==> config.mk <==
export PLATFORM = sky130hd
export DESIGN_NAME = led_mode_scheduler_flat
export DESIGN_NICKNAME = d
export VERILOG_FILES = /design/src/rtl/led_mode_scheduler_if.sv /design/src/rtl/led_mode_scheduler.sv /design/src/flat_wrapper.sv
export SDC_FILE = /design/constraint.sdc
export NUM_CORES = 1
export LEC_CHECK = 0
export CAP_MARGIN = 10
export CORE_UTILIZATION = 54
export CTS_CLUSTER_SIZE = 20
export DETAILED_ROUTE_END_ITERATION = 10
export PLACE_DENSITY = 0.79
export SLEW_MARGIN = 30
export SYNTH_ARGS = -nofsm -noshare
export SYNTH_HDL_FRONTEND = slang
export SYNTH_SLANG_ARGS = --single-unit
==> constraint.sdc <==
create_clock -name sys_clk -period 2.4 [get_ports sys_clk]
set_input_delay 0.6 -clock sys_clk [delete_from_list [all_inputs] [get_ports sys_clk]]
set_output_delay 0.6 -clock sys_clk [all_outputs]
set_load 0.005 [all_outputs]
==> src/rtl/led_mode_scheduler_if.sv <==
// Button-pulse inputs and LED/status outputs of the LED mode scheduler.
interface led_mode_scheduler_if;
  logic       btn_mode;
  logic       btn_faster;
  logic       btn_slower;
  logic       btn_pause;
  logic [3:0] led_out;
  logic [1:0] mode;
  logic [2:0] speed_lvl;
  logic       paused;
  logic       step_strobe;

  modport master (
    output btn_mode, btn_faster, btn_slower, btn_pause,
    input  led_out, mode, speed_lvl, paused, step_strobe
  );

  modport slave (
    input  btn_mode, btn_faster, btn_slower, btn_pause,
    output led_out, mode, speed_lvl, paused, step_strobe
  );
endinterface

==> src/rtl/led_mode_scheduler.sv <==
// Running-light sequencer: button pulses select mode, speed and pause; a
// prescaler plus step counter set the step rate of the 4-bit LED pattern.
module led_mode_scheduler #(
  parameter int BASE_DIV   = 25,
  parameter int INIT_SPEED = 3
) (
  input  logic                 sys_clk,
  input  logic                 sys_rst,
  led_mode_scheduler_if.slave  bus
);

  // state   | meaning
  // SHIFT_L | rotate left from 0001
  // SHIFT_R | rotate right from 1000
  // BOUNCE  | ping-pong 0001..1000
  // BLINK   | invert 1111/0000
  localparam logic [1:0] SHIFT_L = 2'd0;
  localparam logic [1:0] SHIFT_R = 2'd1;
  localparam logic [1:0] BOUNCE  = 2'd2;
  localparam logic [1:0] BLINK   = 2'd3;

  localparam int               PRE_W   = $clog2(BASE_DIV);
  localparam logic [PRE_W-1:0] PRE_MAX = PRE_W'(BASE_DIV - 1);

  logic [PRE_W-1:0] pre;
  logic [2:0]       stp;
  logic             dir_up;
  logic [3:0]       led_q;
  logic [1:0]       mode_q;
  logic [2:0]       speed_q;
  logic             paused_q;
  logic             strobe_q;

  logic [2:0]       speed_nxt;
  logic             speed_chg;
  logic             base_tick;
  logic             step_due;
  logic [3:0]       step_led;
  logic             step_dir_up;
  logic [1:0]       mode_nxt;

  function automatic logic [3:0] reload_pat(input logic [1:0] m);
    case (m)
      SHIFT_R: reload_pat = 4'b1000;
      BLINK:   reload_pat = 4'b1111;
      default: reload_pat = 4'b0001;
    endcase
  endfunction

  // Opposing or saturated presses leave speed_nxt equal to speed_q.
  always_comb begin
    speed_nxt = speed_q;
    if (bus.btn_faster && !bus.btn_slower && speed_q != 3'd0)
      speed_nxt = speed_q - 3'd1;
    else if (bus.btn_slower && !bus.btn_faster && speed_q != 3'd7)
      speed_nxt = speed_q + 3'd1;
  end

  assign speed_chg = (speed_nxt != speed_q);
  assign base_tick = (pre == PRE_MAX) && !paused_q;
  assign step_due  = base_tick && (stp == speed_q);
  assign mode_nxt  = mode_q + 2'd1;

  always_comb begin
    step_led    = led_q;
    step_dir_up = dir_up;
    case (mode_q)
      SHIFT_L: step_led = {led_q[2:0], led_q[3]};
      SHIFT_R: step_led = {led_q[0], led_q[3:1]};
      BOUNCE: begin
        if (dir_up) begin
          step_led = {led_q[2:0], 1'b0};
          if (step_led == 4'b1000) step_dir_up = 1'b0;
        end else begin
          step_led = {1'b0, led_q[3:1]};
          if (step_led == 4'b0001) step_dir_up = 1'b1;
        end
      end
      default: step_led = ~led_q;
    endcase
  end

  always_ff @(posedge sys_clk) begin
    if (sys_rst) begin
      pre      <= '0;
      stp      <= '0;
      dir_up   <= 1'b1;
      led_q    <= 4'b0001;
      mode_q   <= SHIFT_L;
      speed_q  <= 3'(INIT_SPEED);
      paused_q <= 1'b0;
      strobe_q <= 1'b0;
    end else begin
      strobe_q <= 1'b0;
      paused_q <= paused_q ^ bus.btn_pause;
      speed_q  <= speed_nxt;
      if (bus.btn_mode) begin
        mode_q <= mode_nxt;
        led_q  <= reload_pat(mode_nxt);
        dir_up <= 1'b1;
        pre    <= '0;
        stp    <= '0;
      end else if (speed_chg) begin
        pre <= '0;
        stp <= '0;
      end else if (!paused_q) begin
        if (base_tick) begin
          pre <= '0;
          if (step_due) begin
            stp      <= '0;
            led_q    <= step_led;
            dir_up   <= step_dir_up;
            strobe_q <= 1'b1;
          end else begin
            stp <= stp + 3'd1;
          end
        end else begin
          pre <= pre + 1'b1;
        end
      end
    end
  end

  assign bus.led_out     = led_q;
  assign bus.mode        = mode_q;
  assign bus.speed_lvl   = speed_q;
  assign bus.paused      = paused_q;
  assign bus.step_strobe = strobe_q;

endmodule

==> src/flat_wrapper.sv <==
// flat-port wrapper written by rule: the top's interface ports become plain ports
module led_mode_scheduler_flat 
#(
  parameter int BASE_DIV   = 25,
  parameter int INIT_SPEED = 3
)
  (sys_clk, sys_rst, bus_btn_mode, bus_btn_faster, bus_btn_slower, bus_btn_pause, bus_led_out, bus_mode, bus_speed_lvl, bus_paused, bus_step_strobe);
  led_mode_scheduler_if bus_i ();
  input  logic sys_clk;
  input  logic sys_rst;
  input wire logic [$bits(bus_i.btn_mode)-1:0] bus_btn_mode;
  input wire logic [$bits(bus_i.btn_faster)-1:0] bus_btn_faster;
  input wire logic [$bits(bus_i.btn_slower)-1:0] bus_btn_slower;
  input wire logic [$bits(bus_i.btn_pause)-1:0] bus_btn_pause;
  output wire logic [$bits(bus_i.led_out)-1:0] bus_led_out;
  output wire logic [$bits(bus_i.mode)-1:0] bus_mode;
  output wire logic [$bits(bus_i.speed_lvl)-1:0] bus_speed_lvl;
  output wire logic [$bits(bus_i.paused)-1:0] bus_paused;
  output wire logic [$bits(bus_i.step_strobe)-1:0] bus_step_strobe;
  assign bus_i.btn_mode = bus_btn_mode;
  assign bus_i.btn_faster = bus_btn_faster;
  assign bus_i.btn_slower = bus_btn_slower;
  assign bus_i.btn_pause = bus_btn_pause;
  assign bus_led_out = bus_i.led_out;
  assign bus_mode = bus_i.mode;
  assign bus_speed_lvl = bus_i.speed_lvl;
  assign bus_paused = bus_i.paused;
  assign bus_step_strobe = bus_i.step_strobe;
  led_mode_scheduler #(.BASE_DIV(BASE_DIV), .INIT_SPEED(INIT_SPEED)) u_core (.sys_clk(sys_clk), .sys_rst(sys_rst), .bus(bus_i));
endmodule
-- Word-level counts from Yosys, hierarchy flattened
Cells that the tools add are included.
- $add $sub $neg: 5
- equal/unequal tests: 12
- multiplexer cells: 16
- bitwise gates (word level): 5
- reductions and logical operators: 19
- operators by type and width (operator ; count):
    $mux 4 ; 6
    $pmux 4 s3 ; 1
    $mux 3 ; 3
    $pmux 4 s2 ; 1
    $add 3x1->3 const B ; 2
    $logic_and 1x1->1 ; 6
    $add 5x1->5 const B ; 1
    $eq 5x5->1 const B ; 1
    $mux 5 ; 1
    $reduce_and 5->1 ; 1
    $reduce_or 5->1 ; 1
    $eq 2x1->1 const B ; 2
    $eq 2x2->1 const B ; 2
    $mux 1 ; 4
    $ne 2x2->1 const B ; 2
    $not 4->4 ; 1
    $reduce_and 4->1 ; 1
    $reduce_bool 2->1 ; 2
    $eq 3x1->1 const B ; 1
    $eq 3x3->1 ; 1
    $eq 3x3->1 const B ; 1
    $logic_not 1->1 ; 3
    $ne 3x3->1 ; 1
    $ne 3x3->1 const B ; 1
    other kinds (9) ; 11
- bits in registers: 20
- input port bits: 6
- output and inout port bits: 11
- word-level logic and storage cells: 65

-- Depth between registers and ports, before layout
- word-level depth: 8
- mapped depth: 7
- gate-level depth less buffers: 7

-- Worst setup path after synthesis
No wires, ideal clock.
- path kind: reg2reg
- start point: reg u_core.speed_q[0], in the netlist u_core.bus.speed_lvl[0]
- end point: reg u_core.led_q[1], in the netlist u_core.bus.led_out[1]
- setup time: 62 ps
- data arrival time: 1762 ps
- data required time: 2338 ps
- slack: 575 ps
- stages on the path, launching flop included: 8
- buffers on the path: 0
- period minus slack after synthesis: 1825 ps
- cells stage by stage: dfxtp_1 inv_1 ha_1 nor2b_2 nor3b_4 nor4_2 or4b_1 nand3_1
- word-level cells in the longest chain between the ends: 7
- elaborated cells on any way between the ends: 14
- those cells by class: add/sub: 2; eq/ne: 4; mux: 2; reduce/logical: 6
- RTL lines (item ; line ; source):
    start: declaration ; led_mode_scheduler.sv:30 ; logic [2:0] speed_q;
    start signal: assignment ; led_mode_scheduler.sv:90 ; speed_q <= 3'(INIT_SPEED);
    start signal: assignment ; led_mode_scheduler.sv:96 ; speed_q <= speed_nxt;
    branches (longest 6 deep; another with $add 3x1->3) ; n/a ;
    $reduce_and 4->1 (no line) (*) ; n/a ;
    end signal: assignment ; led_mode_scheduler.sv:99 ; led_q <= reload_pat(mode_nxt);
    end signal: assignment ; led_mode_scheduler.sv:111 ; led_q <= step_led;
    end: declaration ; led_mode_scheduler.sv:28 ; logic [3:0] led_q;
Mark *: on every way between the ends.
A chain may end at the register's enable or synchronous reset.

-- Final worst setup path
- start point: reg u_core.paused_q, in the netlist u_core.bus.paused
- end point: out bus_paused
- RTL lines (item ; line ; source):
    start: declaration ; led_mode_scheduler.sv:31 ; logic paused_q;
    start signal: assignment ; led_mode_scheduler.sv:95 ; paused_q <= paused_q ^ bus.btn_pause;
    end: declaration ; flat_wrapper.sv:18 ; output wire logic [$bits(bus_i.paused)-1:0] bus_paused;
No word-level cell between the ends.

==> results.toml <==
[clock_network]
cts_tree = "done"
cts_buffers = 3
post-cts-setup-buffers = 0
clock-sinks = 20
clk-insertion-delay-late_ps = 310
path_clk_slew_ps = 110
cts_hold_buffers = 0
cts-resized-gates = 0
clock_path_buffers = 2
clockRootBuffer = "clkbuf_4"
htreeDepth = 1

[finish]
fillerInstances = 182
final_core_util = 0.669
n_antenna_cell = 0
drive_gt1_frac = 0.109
syn2layout_area_growth_pct = 17.1
final_area_um2 = 1480
finish.net_count = 174
ff_latch_area_um2 = 400
multiInputGateArea_um2 = 795
instances_no_fill = 184

[critical_path]
path_delay_family = "buffers and inverters"
crit_fanout = 9
slowest_stage = "clkdlybuf4s50_1"
startpoint_type = "flop"
slowest_delay_ps = 570
critPathKind = "reg -> out"
critPathBufInv = 1
worstPathArrival_ps = 1420
crit_chain = "clkdlybuf4s50_1"
end_kind = "output pin"
cp_data_required_time_ps = 1800

[die]
start_util = 0.571
rows = 17
die_w_um = 50.4
core_um2 = 2210
io_pins = 17
dieArea_um2 = 2540
die_h_um = 50.4

[sta]
fin_worst_skew_ps = 4.67
whs_ps = 506
post-route-period-util = 0.842
max_freq_mhz = 495
setup_viol = 0
setup_ws_ps = 378
worstMarginPinSlew_ps = 404
slew_violations = 0
rsz0062_at_grt = "no"
hold_viol_final = 0
final.min_clock_period_ps = 2020
maxSlewHeadroom = 0.729
fin_setup_tns_ps = 0

[place]
port_buffers = 16
place_area_um2 = 1440
dp_slack_ps = 128
gp_congestion = 0.858
placed_cells = 180
dp.final_hpwl_mm = 1.83

[yosys]
synth-edff-count = 0
seq_area_frac_synth = 0.317
ys_ff_latch = 20
avgSynthCellArea_um2 = 9.22
netlist_instances = 137
yosysTopAreaCellShare = 0.317
yosysTopAreaCell = "dfxtp_1"
synthTopCellsByArea = "dfxtp_1 32%, ha_1 11%, xnor2_1 4.9%, a21oi_1 4.4%, nand3_1 4.0%"
ys_types = 45
synth_nets = 154
syn_area_um2 = 1260
synthArstFlopShare = 0
synthFlopType = "dfxtp_1"
yosysWarnings = 0

[global_route]
track_usage = 0.223
antenna_found_initial = 0
grt_pass1_wl_mm = 4.31
grt_pass1_vias = 1006
grt_max_degree = 12
overflow = 0

[routing]
drc = 0
routed_wl_mm = 2.40
avgViaCountPerCell = 5.68
drt-wirelength-per-cell_um = 13.0
drt-initial-drc-count = 28
dr_total_vias = 1045
antenna_left = 0
drt_pass1_iterations = 4

[outcome]
status = "completed"

[job]
drv_cap = 0

[hold_path]
hp-class = "reg -> reg"

[pwr]
power_mw = 0.816
power.leakage_nw = 0.572
cellPowerDensity_nw_per_um2 = 552
ir_worst_vdd_uv = 408
cell usage after synthesis, drive strengths merged (3+ instances only):
master and instances:
o21ai 5, dfxtp 20, a31oi 3, buf 3
nand2 6, xnor2 7, nand3 10, inv 10
a21oi 11, nor2 11, nor3b 5, ha 11
logic make-up after synthesis:
family	Yosys count	share of synthesized area
buffers and inverters	13	0.0535
DFF	20	0.317
adders and majority gates	11	0.109
muxes	2	0.0159
AOI/OAI and AO/OA	29	0.148
and+or+nand+nor	53	0.294
xor gates and xnor gates	9	0.0624
path summary, 6_finish.rpt:
| check | from | end | slack [ps] | depth (start not counted) |
|---|---|---|---|---|
| worst max register to register | u_core.bus.speed_lvl[1] | u_core.bus.led_out[1] | 420 | 7 |
| worst min register to register | u_core.stp[1] | u_core.stp[1] | 510 | 2 |
| worst min-delay path | u_core.stp[1] | u_core.stp[1] | 510 | 2 |
| worst max-delay path | u_core.bus.paused | bus_paused | 380 | 1 |
state kept, by name, summed over array words and instances, names as in the netlist:
register	count
u_core.bus.step_strobe	1
u_core.bus.led_out	4
u_core.bus.mode	2
u_core.pre	5
u_core.dir_up	1
u_core.bus.paused	1
u_core.stp	3
u_core.bus.speed_lvl	3
report_power, final:
group          switching (mW)  internal, mW
Combinational           0.106         0.119
Clock                   0.108        0.0928
Sequential             0.0356         0.354
layer usage:
layer | up-vias | part of all wire | track usage
met1 | 501 | 0.47 | 0.280
met5 | - | 0 | 0
met4 | 0 | 0.023 | 0.130
met2 | 15 | 0.48 | 0.367
li1 | 524 | - | -
met3 | 5 | 0.022 | 0.0273
worst reg2reg max path: cells and delay by family, from the launching register on:
family / cells / cell delay (ps)
DFF: 1 / 440
adders and majority gates: 1 / 190
buffers and inverters: 1 / 120
and+or+nand+nor: 5 / 1190
placed cells by master (no fill, tap or decap), types with 2 or more instances in the layout:
cell type,count
dfxtp_1,20
clkdlybuf4s50_1,16
a21oi_1,11
ha_1,11
inv_1,10
nand3_1,10
nor2_1,10
xnor2_1,7
nand2_1,6
o21ai_0,4
nor3b_1,3
a31oi_1,3
clkbuf_4,3
nor3b_4,2
mux2i_1,2
or3_1,2
and2b_1,2
xor2_1,2
nand3b_1,2
nand2b_1,2
buf_4,2
area by class of cell:
class                   instances  share of cell area
inverters                      10              0.0254
well taps                      28              0.0237
repair buffers                 18               0.118
flip-flops and latches         20               0.271
multi-input cells             104               0.537
clock buffers                   4              0.0245
Power figures use the tool's default switching activity.
==> variant (same settings) <==
Make the reset (`sys_rst`) asynchronous in one clocked block.
--- a/src/rtl/led_mode_scheduler.sv
+++ b/src/rtl/led_mode_scheduler.sv
@@ -82,3 +82,3 @@
 
-  always_ff @(posedge sys_clk) begin
+  always_ff @(posedge sys_clk or posedge sys_rst) begin
     if (sys_rst) begin
Function: differs if sys_rst is asserted again (counterexample within 4 cycles, from zero or initial values and one cycle with sys_rst high); with sys_rst held inactive, the same outputs for 10 cycles.
==> variant against the unedited design <==
Sequential cell count stayed put. Synthesized area is 11% higher. Design area is 13% higher. Count of clock-buffer cells in the layout is 1 lower. Routed wire length is 27% higher. Critical path depth is 6 higher. Via count is 16% higher. Setup slack worse by 0.047 ns. Register-to-register slack worse by 0.09 ns.
Power is not compared: it rests on default switching activity, and its combinational part moved more than twofold at a synthesized area within 25%.
==> variant: results <==
[run_status]
run_status = "complete, no violations"

[drt]
wl_met2_um = 1590
met3_wirelength_um = 123
postRouteWirelength_um = 3050

[worst_hold_path]
hold_start = "u_core.bus.speed_lvl[0]"
min_to = "u_core.bus.speed_lvl[0]"

[global_route]
groute.usage.overall = 0.255
use_met2 = 0.447
globalRouteMet1Util = 0.314
groute.layer.met3.usage = 0.0402

[critical_path]
critPathArrivalTime_ns = 2.27
path_class = "reg -> reg"
worst_setup_path_endpoint = "u_core.bus.led_out[3]"
crit_path_top_delay_cell = "sky130_fd_sc_hd__dfrtp_1"
regToRegStartpoint = "u_core.bus.mode[0]"

[final_layout]
layout_net_count = 194
finish.cell_count_without_fillers = 205

[yosys]
synth_top_cells_by_count = "sky130_fd_sc_hd__dfrtp_1 (16), sky130_fd_sc_hd__nand2_1 (16), sky130_fd_sc_hd__ha_1 (12), sky130_fd_sc_hd__inv_1 (12), sky130_fd_sc_hd__nor2_1 (11)"
synth_ff_type = "sky130_fd_sc_hd__dfrtp_1"
yosys.cell_types.count = 47
synth_seq_area_share = 0.360

[sta]
fin_hold_ws_ns = 0.536
final_critical_path_setup_slack_ns = 0.331

[placement]
postPlaceCellArea_sq_um = 1610
place_congestion = 0.917
## variant: cell types whose count changed in the layout (fill, tap and decap cells not counted), sizes merged, moves of 3 or more
cell   before  now
nand3      10    7
nor3b       5    1
dfxtp      20    0
nor3        2    7
nand2       6   16
dfrtp       0   16
dfstp       0    4
o21ai       5   12
## variant: cells by family after synthesis
family | after synthesis | share of synthesized area
muxes | 1 | 0.00714
AOI/OAI and AO/OA | 39 | 0.186
buffers and inverters | 15 | 0.0455
and+or+nand+nor | 60 | 0.251
adders and majority gates | 12 | 0.107
DFF | 20 | 0.360
xor gates and xnor gates | 7 | 0.0437
## variant: cell type report
type | count | area share
multi-input combinational | 119 | 0.501
sequential | 20 | 0.304
timing repair buffer | 20 | 0.114
inverter | 12 | 0.0271
tap | 30 | 0.0226
clock inverter | 1 | 0.0180
clock buffer | 3 | 0.0135
## variant: where the power goes
part	switching (uW)	internal [uW]	total (uW)	leakage (uW)
clock network	116	169	285	0.0000279
logic	417	410	827	0.000423
registers	158	447	605	0.000252
